## src/rtl/counter_pkg.sv

```systemverilog
// Shared types for the up/down counter family: run modes and one-shot FSM states.
package counter_pkg;

    typedef enum logic [1:0] {
        MODE_WRAP    = 2'b00,
        MODE_SAT     = 2'b01,
        MODE_ONESHOT = 2'b10,
        MODE_RSVD    = 2'b11
    } mode_e;

    typedef enum logic [1:0] {
        OS_IDLE = 2'b00,
        OS_RUN  = 2'b01,
        OS_DONE = 2'b10
    } os_state_e;

endpackage

```

## src/rtl/counter_oneshot_fsm.sv

```systemverilog
// One-shot sequencer: IDLE until a load, RUN until the bound is reached, then DONE.
module counter_oneshot_fsm
    import counter_pkg::*;
(
    input  logic      clk,
    input  logic      reset_n,
    input  mode_e     mode,
    input  logic      load,
    input  logic      clear,
    input  logic      en,
    input  logic      at_bound,
    input  logic      hit_bound,
    output os_state_e state,
    output logic      busy,
    output logic      done,
    output logic      run_en
);

    os_state_e state_q;
    logic      busy_q;
    logic      done_q;

    always_ff @(posedge clk or negedge reset_n) begin
        if (!reset_n) begin
            state_q <= OS_IDLE;
            busy_q  <= 1'b0;
            done_q  <= 1'b0;
        end else if (clear || (mode != MODE_ONESHOT)) begin
            state_q <= OS_IDLE;
            busy_q  <= 1'b0;
            done_q  <= 1'b0;
        end else begin
            case (state_q)
                OS_IDLE: begin
                    if (load) begin
                        state_q <= OS_RUN;
                        busy_q  <= 1'b1;
                        done_q  <= 1'b0;
                    end
                end
                OS_RUN: begin
                    // Finish either on the step that lands on the bound or when already parked there.
                    if (!load && en && (at_bound || hit_bound)) begin
                        state_q <= OS_DONE;
                        busy_q  <= 1'b0;
                        done_q  <= 1'b1;
                    end
                end
                OS_DONE: begin
                    if (load) begin
                        state_q <= OS_RUN;
                        busy_q  <= 1'b1;
                        done_q  <= 1'b0;
                    end
                end
                default: begin
                    state_q <= OS_IDLE;
                    busy_q  <= 1'b0;
                    done_q  <= 1'b0;
                end
            endcase
        end
    end

    assign state  = state_q;
    assign busy   = busy_q;
    assign done   = done_q;
    assign run_en = (state_q == OS_RUN) && en && !at_bound;

endmodule

```

## src/rtl/updown_counter_n.sv

```systemverilog
// Parametrised up/down counter with wrap, saturate and one-shot modes plus load clamping.
module updown_counter_n
    import counter_pkg::*;
#(
    parameter int WIDTH     = 8,
    parameter int MAX_VAL   = 2**WIDTH - 1,
    parameter int RESET_VAL = 0
) (
    input  logic             clk,
    input  logic             reset_n,
    input  logic             en,
    input  logic             up,
    input  logic             load,
    input  logic [WIDTH-1:0] load_data,
    input  logic             clear,
    input  logic [1:0]       mode,
    output logic [WIDTH-1:0] count,
    output logic             tc,
    output logic             sat,
    output logic             done,
    output logic             busy
);

    localparam logic [WIDTH-1:0] MAX_C = WIDTH'(MAX_VAL);
    localparam logic [WIDTH-1:0] RST_C = WIDTH'(RESET_VAL);
    localparam logic [WIDTH-1:0] ONE_C = WIDTH'(1);

    logic [WIDTH-1:0] count_q, count_d;
    logic             tc_q, tc_d;
    logic [WIDTH-1:0] stepped;
    logic [WIDTH-1:0] clamped;
    logic             at_bound;
    logic             hit_bound;
    logic             run_en;
    mode_e            mode_s;
    os_state_e        os_state;

    assign mode_s    = mode_e'(mode);
    assign at_bound  = up ? (count_q == MAX_C) : (count_q == '0);
    assign hit_bound = up ? (count_q == (MAX_C - ONE_C)) : (count_q == ONE_C);
    assign clamped   = (load_data > MAX_C) ? MAX_C : load_data;

    // Bound is tested before the add/subtract, so the result never needs a carry bit.
    always_comb begin
        stepped = count_q;
        if (up) begin
            stepped = (count_q == MAX_C) ? '0 : count_q + ONE_C;
        end else begin
            stepped = (count_q == '0) ? MAX_C : count_q - ONE_C;
        end
    end

    always_comb begin
        count_d = count_q;
        tc_d    = 1'b0;
        if (clear) begin
            count_d = RST_C;
        end else if (load) begin
            count_d = clamped;
        end else if (en) begin
            case (mode_s)
                MODE_SAT: begin
                    if (!at_bound) begin
                        count_d = stepped;
                        tc_d    = hit_bound;
                    end
                end
                MODE_ONESHOT: begin
                    if (run_en) begin
                        count_d = stepped;
                        tc_d    = hit_bound;
                    end else if ((os_state == OS_RUN) && at_bound) begin
                        tc_d = 1'b1;
                    end
                end
                default: begin
                    count_d = stepped;
                    tc_d    = at_bound;
                end
            endcase
        end
    end

    always_ff @(posedge clk or negedge reset_n) begin
        if (!reset_n) begin
            count_q <= RST_C;
            tc_q    <= 1'b0;
        end else begin
            count_q <= count_d;
            tc_q    <= tc_d;
        end
    end

    counter_oneshot_fsm u_fsm (
        .clk       (clk),
        .reset_n   (reset_n),
        .mode      (mode_s),
        .load      (load),
        .clear     (clear),
        .en        (en),
        .at_bound  (at_bound),
        .hit_bound (hit_bound),
        .state     (os_state),
        .busy      (busy),
        .done      (done),
        .run_en    (run_en)
    );

    assign count = count_q;
    assign tc    = tc_q;
    assign sat   = (mode_s == MODE_SAT) && at_bound;

endmodule

```

## config.mk

```make
export PLATFORM = sky130hd
export DESIGN_NAME = updown_counter_n
export DESIGN_NICKNAME = d
export VERILOG_FILES = /design/src/rtl/counter_pkg.sv /design/src/rtl/counter_oneshot_fsm.sv /design/src/rtl/updown_counter_n.sv
export SDC_FILE = /design/constraint.sdc
export NUM_CORES = 1
export LEC_CHECK = 0
export BUFFER_PORTS_ARGS = -buffer_cell sky130_fd_sc_hd__buf_2
export CAP_MARGIN = 30
export CORE_MARGIN = 4
export CORE_UTILIZATION = 43
export DETAILED_ROUTE_END_ITERATION = 7
export MAX_ROUTING_LAYER = met4
export PLACE_DENSITY = 0.67
export SETUP_SLACK_MARGIN = 0.2
export SKIP_LAST_GASP = 1
export SYNTH_ARGS = -nofsm -noshare
export SYNTH_HDL_FRONTEND = slang
export SYNTH_HIERARCHICAL = 1
export SYNTH_SLANG_ARGS = --single-unit
```

## constraint.sdc

```tcl
create_clock -name clk -period 3.6 [get_ports clk]
set_input_delay 0.72 -clock clk [delete_from_list [all_inputs] [get_ports clk]]
set_output_delay 0.72 -clock clk [all_outputs]
set_load 0.05 [all_outputs]
```

==> results of run 1 <==
-- final timing paths --
path	endpoint	startpoint	cells past startpoint	slack, ns
max	sat	count[0]	7	0.44
min	count[2]	reset_n	1	0.31
max reg2reg	count[4]	count[0]	11	0.54
min reg2reg	u_fsm/done	u_fsm/done	2	0.58
max in group asynchronous	u_fsm/state[1]	reset_n	1	3.08
min in group clk	u_fsm/done	u_fsm/done	2	0.58
-- sequential cells by signal, summed over array words and instances (netlist names) --
signal,count
count,8
u_fsm/state,2
tc,1
u_fsm/done,1
-- synth_stat cells (all sizes together), types with 2 or more instances --
| library cell | n | area [sq um] |
|---|---|---|
| nand3 | 5 | 25.0 |
| or3 | 3 | 20.0 |
| xnor2 | 2 | 17.5 |
| dfrtp | 12 | 300 |
| ha | 6 | 75.1 |
| nor2 | 14 | 52.6 |
| a21oi | 10 | 50.1 |
| clkbuf | 6 | 22.5 |
| nand2 | 11 | 41.3 |
| o31a | 3 | 26.3 |
| and3 | 3 | 28.8 |
| o21ai | 7 | 46.3 |
| nor3 | 5 | 36.3 |
| a311oi | 2 | 23.8 |
| o31ai | 2 | 15.0 |
| inv | 16 | 62.6 |
| nand2b | 3 | 18.8 |
| and4 | 2 | 21.3 |
| o22ai | 4 | 25.0 |
| a221oi | 4 | 35.0 |
| a31oi | 2 | 12.5 |
| nand4 | 3 | 18.8 |
-- worst register-to-register path, cell delays in order (launching register included) --
cell and delay, ns:
dfrtp_1 0.51, inv_1 0.17, ha_1 0.23, or4b_4 0.53, nor3_4 0.24, nor2_1 0.06, inv_1 0.06, and3b_1 0.18
nand2b_1 0.18, and2_0 0.26, and4_2 0.26, o31a_1 0.27
-- metrics by stage --
step | hold slack, ns | setup slack (ns)
5_1_grt | 0.310 | 0.320
3_3_place_gp | 0.538 | 0.612
3_5_place_dp | 0.554 | 0.542
4_1_cts | 0.303 | 0.461
2_1_floorplan | 0.424 | 0.499
6_report | 0.306 | 0.445
-- cell type report --
type	instances	area share (%)
flip-flops and latches	12	22.0
multi-input cells	111	57.2
inverters	17	4.86
repair buffers	28	10.5
well taps	30	2.75
clock buffers	4	2.66
-- metal layers --
layer | track usage (%) | up-vias | routed length (microns)
li1 | - | 593 | -
met1 | 30.1 | 568 | 1500
met2 | 29.8 | 61 | 1490
met3 | 1.51 | 5 | 235
met4 | 7.91 | 0 | 44
met5 | - | - | 0
-- power by group --
part           total [mW]  leakage, nW  switching (mW)  internal (mW)
clock network       0.108       0.0210          0.0465         0.0616
logic               0.155        0.442           0.101         0.0542
registers           0.160        0.159          0.0179          0.143
-- logic make-up (layout without fill, tap and decap cells) --
| logic type | count (synthesis) | count (layout) | share of synthesized area [%] |
|---|---|---|---|
| AND/OR/NAND/NOR | 57 | 57 | 29.1 |
| adder cells (fa/ha/maj) | 6 | 6 | 6.38 |
| XOR/XNOR | 2 | 2 | 1.49 |
| flip-flops | 12 | 12 | 25.5 |
| AO/OA/AOI/OAI | 44 | 44 | 27.5 |
| multiplexers | 2 | 2 | 1.81 |
| buffers and inverters | 24 | 49 | 8.18 |
==> flow_metrics.tcl, run 1 <==
set metrics [dict create \
    status "finished, final reports clean" \
    crit_type "reg -> out" \
    holdBufCountCts 0 \
    rsz0062_at_grt "false" \
    slew_viol_final 0 \
    drc 0 \
    die_x_microns 60.3 \
    die_area_sq_um 3640 \
    overflow 0 \
    dr.pass1.iters 4 \
    viasPerCell 6.07 \
    avgSynthCellArea_sq_um 8.01 \
    worst_skew_pair.late_latency_ns 0.28 \
    syn2layout_area_growth_pct 15.8 \
    grt_pass1_vias 1135 \
    n_fill_cell 257 \
    slew_headroom_pct 70.2 \
    nNetsFinal 195 \
    cts_buffers 3 \
    post-route-cell-area_sq_um 1360 \
    period_minus_slack_ns 3.16 \
    wire_per_inst_microns 16.2 \
    ys_types 51 \
    crit_fanout 12 \
    finalSetupTns_ns 0 \
    antenna_found_initial 0 \
    synth_seq_cells 12 \
    ant_nets 0 \
    path_delay_family "simple AND/OR/NAND/NOR gates" \
    hold_viol 0 \
    dp_cells 198 \
    die_h_microns 60.3 \
    drive_above_1_share_pct 26.7 \
    required_ns 2.88 \
    gp_congestion 0.884 \
    multi_input_area_sq_um 781 \
    start_util_pct 46.3 \
    synth_edf_count 0 \
    power_mw 0.423 \
    cellLeakagePower_nw 0.622 \
    clock_path_buffers 2 \
    drv_cap 0 \
    synth_nets 169 \
    cts_tree "done" \
    async_reset_ff_share_pct 100 \
    post_dp_cell_area_sq_um 1330 \
    seqCellArea_sq_um 300 \
    first_iter_violations 100 \
    detailed_place_hpwl_microns 2560 \
    synthCells 147 \
    yosys_warnings 6 \
    final_cell_mix "27 x buf_2, 15 x inv_1, 14 x nor2_1, 12 x dfrtp_1, 11 x nand2_1" \
    pin_count 28 \
    cp_slowest_cell "or4b_4" \
    clkTransAtPathRegs_ns 0.08 \
    track_usage_pct 20.8 \
    mostFrequentLayoutCell "buf_2" \
    vias 1227 \
    yosysSeqAreaShare_pct 25.5 \
    antennaDiodeCount 0 \
    finClkSkew_ns 0.00199 \
    fmax_mhz 317 \
    crit_arrival_ns 2.44 \
    clkSinkCount 12 \
    ctsResizeCount 0 \
    layout_worst_path_cycle_share_pct 87.6 \
    p_per_area_nw_per_um2 310 \
    start_kind "flop" \
    min_path_type "in -> async" \
    worst_pin_slew_ns 0.442 \
    io_buffers 27 \
    endpoint_kind "output pin" \
    max-vdd-ir-drop_mv 0.235 \
    cts.htree.levels 1 \
    grt_max_degree 15 \
    coreArea_sq_um 2540 \
    postCtsSetupBuffers 0 \
    fin_util_pct 53.6 \
    path_cells "inv_1 -> ha_1 -> or4b_4 -> nor3_4 -> o21ai_4 -> inv_4 -> buf_2" \
    slowest_delay_ns 0.53 \
    root_buffer "clkbuf_4" \
    drt-total-wl_microns 3260 \
    synth_ff_type "dfrtp_1" \
    core.rowCount 18 \
    final_cells 202 \
    critPathBufInv 3 \
    setup_viol 0 \
    grt_pass1_wl_microns 5530 \
    netlist_area_sq_um 1180 \
]
Note: power is estimated with default switching activity, not from simulation.
==> run 2: changes to the inputs <==
Settings changed: CTS_CLUSTER_SIZE set to 12, PLACE_DENSITY 0.67 to 0.7, SYNTH_HIERARCHICAL 1 to unset.
Clock period 3.6 ns to 2.6 ns, I/O delays scaled along.
==> flow_metrics.tcl, run 2 <==
set metrics [dict create \
    synth_edf_count 0 \
    p_switching_mw 0.281 \
    required_ns 2.08 \
    synthMuxAreaShare_pct 0 \
    synth_ff_type "dfrtp_1" \
    ant_nets 0 \
    clkPwrFrac_pct 19.9 \
    dr.pass1.iters 4 \
    dr_wl_met2_microns 1510 \
    slew_headroom_pct 72.9 \
    synth_area_leader_cell "dfrtp_1" \
    io_buffers 27 \
    routed-wl-met3_microns 221 \
    hold_slack_ns 0.105 \
    ys_types 48 \
    setup_viol 0 \
    mostFrequentLayoutCell "buf_2" \
    yosys_warnings 0 \
    yosysSeqAreaShare_pct 23.1 \
    finClkSkew_ns 0.000879 \
    drv_cap 0 \
    status "finished, final reports clean" \
    synth_nets 166 \
    overflow 0 \
    crit_type "reg -> out" \
    cts.htree.levels 1 \
    wl_met1_microns 1380 \
    clkTransAtPathRegs_ns 0.08 \
    syn2layout_area_growth_pct 16.7 \
    endpoint_kind "output pin" \
    netlist_top_cells_area "dfrtp_1 23%, ha_1 7.4%, nand2_1 5.7%, a21oi_1 5.0%, nor2_1 3.8%" \
    crit_fanout 4 \
    synthXorXnorAreaFrac_pct 4.41 \
    yosys.area_share.adder_pct 7.35 \
    synth_commonest_cells "18 x nand2_1, 12 x a21oi_1, 12 x nor2_1, 11 x dfrtp_1, 8 x inv_1" \
    avgSynthCellArea_sq_um 8.33 \
    post_dp_cell_area_sq_um 1290 \
    synth_seq_cells 11 \
    pin_count 28 \
    yosysMostFrequentCell "nand2_1" \
    dpl_worst_slack_ns 0.373 \
    vias 1181 \
    synth_compound_area_share_pct 25.9 \
    clock_path_buffers 2 \
    antenna_found_initial 0 \
    root_buffer "clkbuf_4" \
    r2r_setup_slack_ns 0.39 \
    drt-total-wl_microns 3170 \
    rr_worst_depth 9 \
    grt_pass1_vias 1073 \
    detailed_place_hpwl_microns 2290 \
    layout_setup_ws_ns 0.285 \
    crit_arrival_ns 1.80 \
    viasPerCell 5.76 \
    async_reset_ff_share_pct 100 \
    highest_layer "met4" \
    rr_endpoint "count[2]" \
    die_h_microns 60.6 \
    track_usage_pct 19.7 \
    start_kind "flop" \
    drive_above_1_share_pct 32.0 \
    rsz0062_at_grt "false" \
    period_minus_slack_ns 2.32 \
    p_sw_share_pct 43.7 \
    nNetsFinal 199 \
    finalSetupTns_ns 0 \
    min_path_type "in -> async" \
    final_cells 205 \
    drc 0 \
    worst_skew_pair.late_latency_ns 0.28 \
    dp_cells 193 \
    yosysTopAreaCellShare_pct 23.1 \
    wire_per_inst_microns 15.5 \
    netlist_area_sq_um 1190 \
    p_per_area_nw_per_um2 462 \
    cts_buffers 3 \
    fin_util_pct 54.1 \
    die_area_sq_um 3680 \
    grt_max_degree 21 \
    worst_pin_slew_ns 0.407 \
    grt_pass1_wl_microns 5150 \
    post-route-cell-area_sq_um 1390 \
    first_iter_violations 71 \
    cellLeakagePower_nw 0.633 \
    gp_congestion 0.934 \
    p_int_mw 0.362 \
    largest_register_ffs 8 \
    cts_tree "done" \
    synth-simple-area-share_pct 28.0 \
    layout_worst_path_cycle_share_pct 89.0 \
    die_x_microns 60.6 \
    r2r_start "count[1]" \
    fmax_mhz 432 \
    coreArea_sq_um 2570 \
    synth_top_family_by_area "simple AND/OR/NAND/NOR gates" \
    max-vdd-ir-drop_mv 0.318 \
    clkSinkCount 11 \
    final_cell_mix "26 x buf_2, 18 x nand2_1, 12 x nor2_1, 12 x a21oi_1, 10 x buf_4" \
    hold_viol 0 \
    combPwrFrac_pct 45.8 \
    synthCells 143 \
    power_mw 0.643 \
    p_seq_share_pct 34.3 \
    slew_viol_final 0 \
    holdBufCountCts 0 \
    core.rowCount 18 \
    start_util_pct 46.4 \
    antennaDiodeCount 0 \
]
==> run 2: cell count changes in the layout (fill, tap and decap cells not counted), sizes merged, moves of 3 or more <==
cell,delta
or3,-3
o22ai,-4
xor2,+4
and3,-3
nand2,+7
buf,+9
a22oi,+3
nor3,+3
inv,-8
o31a,-3
==> run 2: cells by family after synthesis <==
group / count (synthesis)
buffers and inverters: 18
AND/OR/NAND/NOR: 60
flip-flops: 11
adder cells (fa/ha/maj): 7
XOR/XNOR: 6
AO/OA/AOI/OAI: 41
==> run 2: repair_timing <==
| action | CTS | global route |
|---|---|---|
| setup endpoints to repair | 1 | 3 |
| pin swaps | 1 | 1 |
| setup buffers | 3 | 5 |
| resized for setup | 2 | 4 |
| hold endpoints to repair | 0 | 0 |
==> run 2: how the worst max path moves through the flow <==
stage	from	end	slack, ns	cells past startpoint
after floorplan	count[1]	sat	0.23	7
after CTS	count[1]	sat	0.20	6
after global routing	count[3]	sat	0.21	5
after detailed placement	count[0]	sat	0.37	6
final	count[0]	sat	0.28	7
after global placement	up	sat	0.41	6
==> run 2: layout make-up <==
cell class                      count  area (sq um)
Sequential cell                    11           278
Multi-Input combinational cell    114           797
Clock buffer                        4          26.3
Tap cell                           30          37.5
Inverter                            8          30.0
Fill cell                         257          1180
Timing Repair Buffer               38           221
==> run 2: power groups by stage <==
stage | Combinational, mW | Sequential, mW | Clock [mW]
floorplan | 0.169 | 0.258 | 0
global placement | 0.251 | 0.225 | 0
detailed placement | 0.255 | 0.226 | 0
CTS | 0.265 | 0.219 | 0.129
global route | 0.319 | 0.224 | 0.144
finish | 0.294 | 0.220 | 0.128
==> run 2: metal layers <==
layer	vias to the layer above	global-route usage, %
met1	554	25.9
met4	0	8.67
met3	7	2.13
met5	-	-
met2	47	30.5
li1	573	-
==> run 2: worst max-delay path, stage by stage (launching register included) <==
cell	delay (ns)
dfrtp_2	0.44
inv_1	0.11
ha_1	0.19
nor3b_4	0.21
and3b_4	0.26
o21ai_4	0.07
inv_1	0.07
buf_6	0.15
==> run 3: changes to the inputs <==
Settings changed: CORE_UTILIZATION 43 to 46, PLACE_DENSITY 0.7 to 0.74.
==> flow_metrics.tcl, run 3 (synthesis results as in run 2) <==
set metrics [dict create \
    n_fill_cell 244 \
    crit_fanout 5 \
    grt_pass1_vias 1061 \
    crit_arrival_ns 1.83 \
    cts.htree.levels 1 \
    slew_viol_final 0 \
    grt_max_degree 21 \
    start_util_pct 48.1 \
    track_usage_pct 19.9 \
    finalSetupTns_ns 0 \
    detailed_place_hpwl_microns 2220 \
    setup_viol 0 \
    crit_top_cell "inv_1" \
    gp_congestion 0.935 \
    worst_pin_slew_ns 0.508 \
    start_kind "flop" \
    drt-total-wl_microns 3180 \
    holdBufCountCts 0 \
    core.rowCount 18 \
    viasPerCell 5.90 \
    root_buffer "clkbuf_4" \
    wire_per_inst_microns 15.6 \
    cts_tree "done" \
    required_ns 2.08 \
    grt_pass1_wl_microns 5150 \
    dp_cells 192 \
    cts_buffers 3 \
    slew_headroom_pct 66.1 \
    cp_slowest_cell "dfrtp_2" \
    crit_type "reg -> out" \
    final_cell_mix "26 x buf_2, 18 x nand2_1, 12 x nor2_1, 12 x a21oi_1, 10 x buf_4" \
    hold_viol 0 \
    die_area_sq_um 3470 \
    final_cells 204 \
    post-route-cell-area_sq_um 1390 \
    drv_cap 0 \
    mostFrequentLayoutCell "buf_2" \
    coreArea_sq_um 2480 \
    status "finished, final reports clean" \
    layout_setup_ws_ns 0.248 \
    power_mw 0.635 \
    worst_skew_pair.late_latency_ns 0.28 \
    pin_count 28 \
    min_path_type "in -> async" \
    overflow 0 \
    post_dp_cell_area_sq_um 1280 \
    grt_use_met1_pct 26.6 \
    dpl_worst_slack_ns 0.298 \
    nNetsFinal 198 \
    largest_register_ffs 8 \
    vias 1204 \
    drc 0 \
    die_h_microns 58.9 \
    clock_path_buffers 2 \
    layout_worst_path_cycle_share_pct 90.5 \
    path_cells "inv_1 -> ha_1 -> nor3b_4 -> and3b_4 -> o21ai_4 -> inv_1 -> buf_6" \
    fmax_mhz 425 \
    ant_nets 0 \
    busiest_layer "met2" \
    syn2layout_area_growth_pct 16.3 \
    clkSinkCount 11 \
    dr.pass1.iters 4 \
    io_buffers 27 \
    period_minus_slack_ns 2.35 \
    hold_slack_ns 0.108 \
    met3_usage_pct 3.07 \
    slowest_delay_ns 0.45 \
    drive_above_1_share_pct 31.6 \
    antenna_found_initial 0 \
    fin_util_pct 55.9 \
    antennaDiodeCount 0 \
    clkTransAtPathRegs_ns 0.08 \
    p_per_area_nw_per_um2 458 \
    cellLeakagePower_nw 0.629 \
    die_x_microns 58.9 \
    max-vdd-ir-drop_mv 0.294 \
    endpoint_kind "output pin" \
    finClkSkew_ns 0.00562 \
    met2_usage_pct 30.8 \
    first_iter_violations 52 \
    rsz0062_at_grt "true" \
]
## run 3: cell count changes in the layout (fill, tap and decap cells not counted)
cell / delta
clkbuf_2: -1
## run 3: final timing paths
check	startpoint	end	slack, ns	depth (start not counted)
setup / recovery	count[0]	sat	0.25	7
hold / removal	reset_n	u_fsm.busy	0.11	1
setup reg to reg	count[1]	count[2]	0.34	9
hold reg to reg	u_fsm.done	u_fsm.done	0.58	2
max in group asynchronous	reset_n	count[0]	2.25	1
min in group clk	en	tc	0.53	2
## run 3: what timing repair did
item	4_1_cts	5_1_grt
pin swaps	2	1
gates resized for setup	3	3
buffers inserted	4	4
endpoints found under the setup margin	1	5
gates cloned	0	0
## run 3: per-layer routing
layer,vias up,part of all wire (%)
met5,-,0
met4,0,1.5
met3,6,8.4
met2,55,48
met1,565,42
li1,578,-
## run 3: power by group
part / internal (mW) / total (mW) / switching (mW)
clock network: 0.0596 / 0.125 / 0.0651
registers: 0.186 / 0.222 / 0.0359
logic: 0.111 / 0.288 / 0.177
## run 3: final cells by class
class / instances / area, sq um / area share (%)
multi-input cells: 114 / 797 / 57.5
flip-flops and latches: 11 / 278 / 20.1
repair buffers: 37 / 216 / 15.6
well taps: 30 / 37.5 / 2.71
inverters: 8 / 30.0 / 2.17
clock buffers: 4 / 26.3 / 1.90
## run 3: critical path, delay by kind of cell, from the launching register on
family                     cells  cell delay [ns]
and+or+nand+nor                2             0.49
buffers and inverters          3             0.34
adders and majority gates      1             0.18
DFF                            1             0.45
AOI/OAI and AO/OA              1             0.08
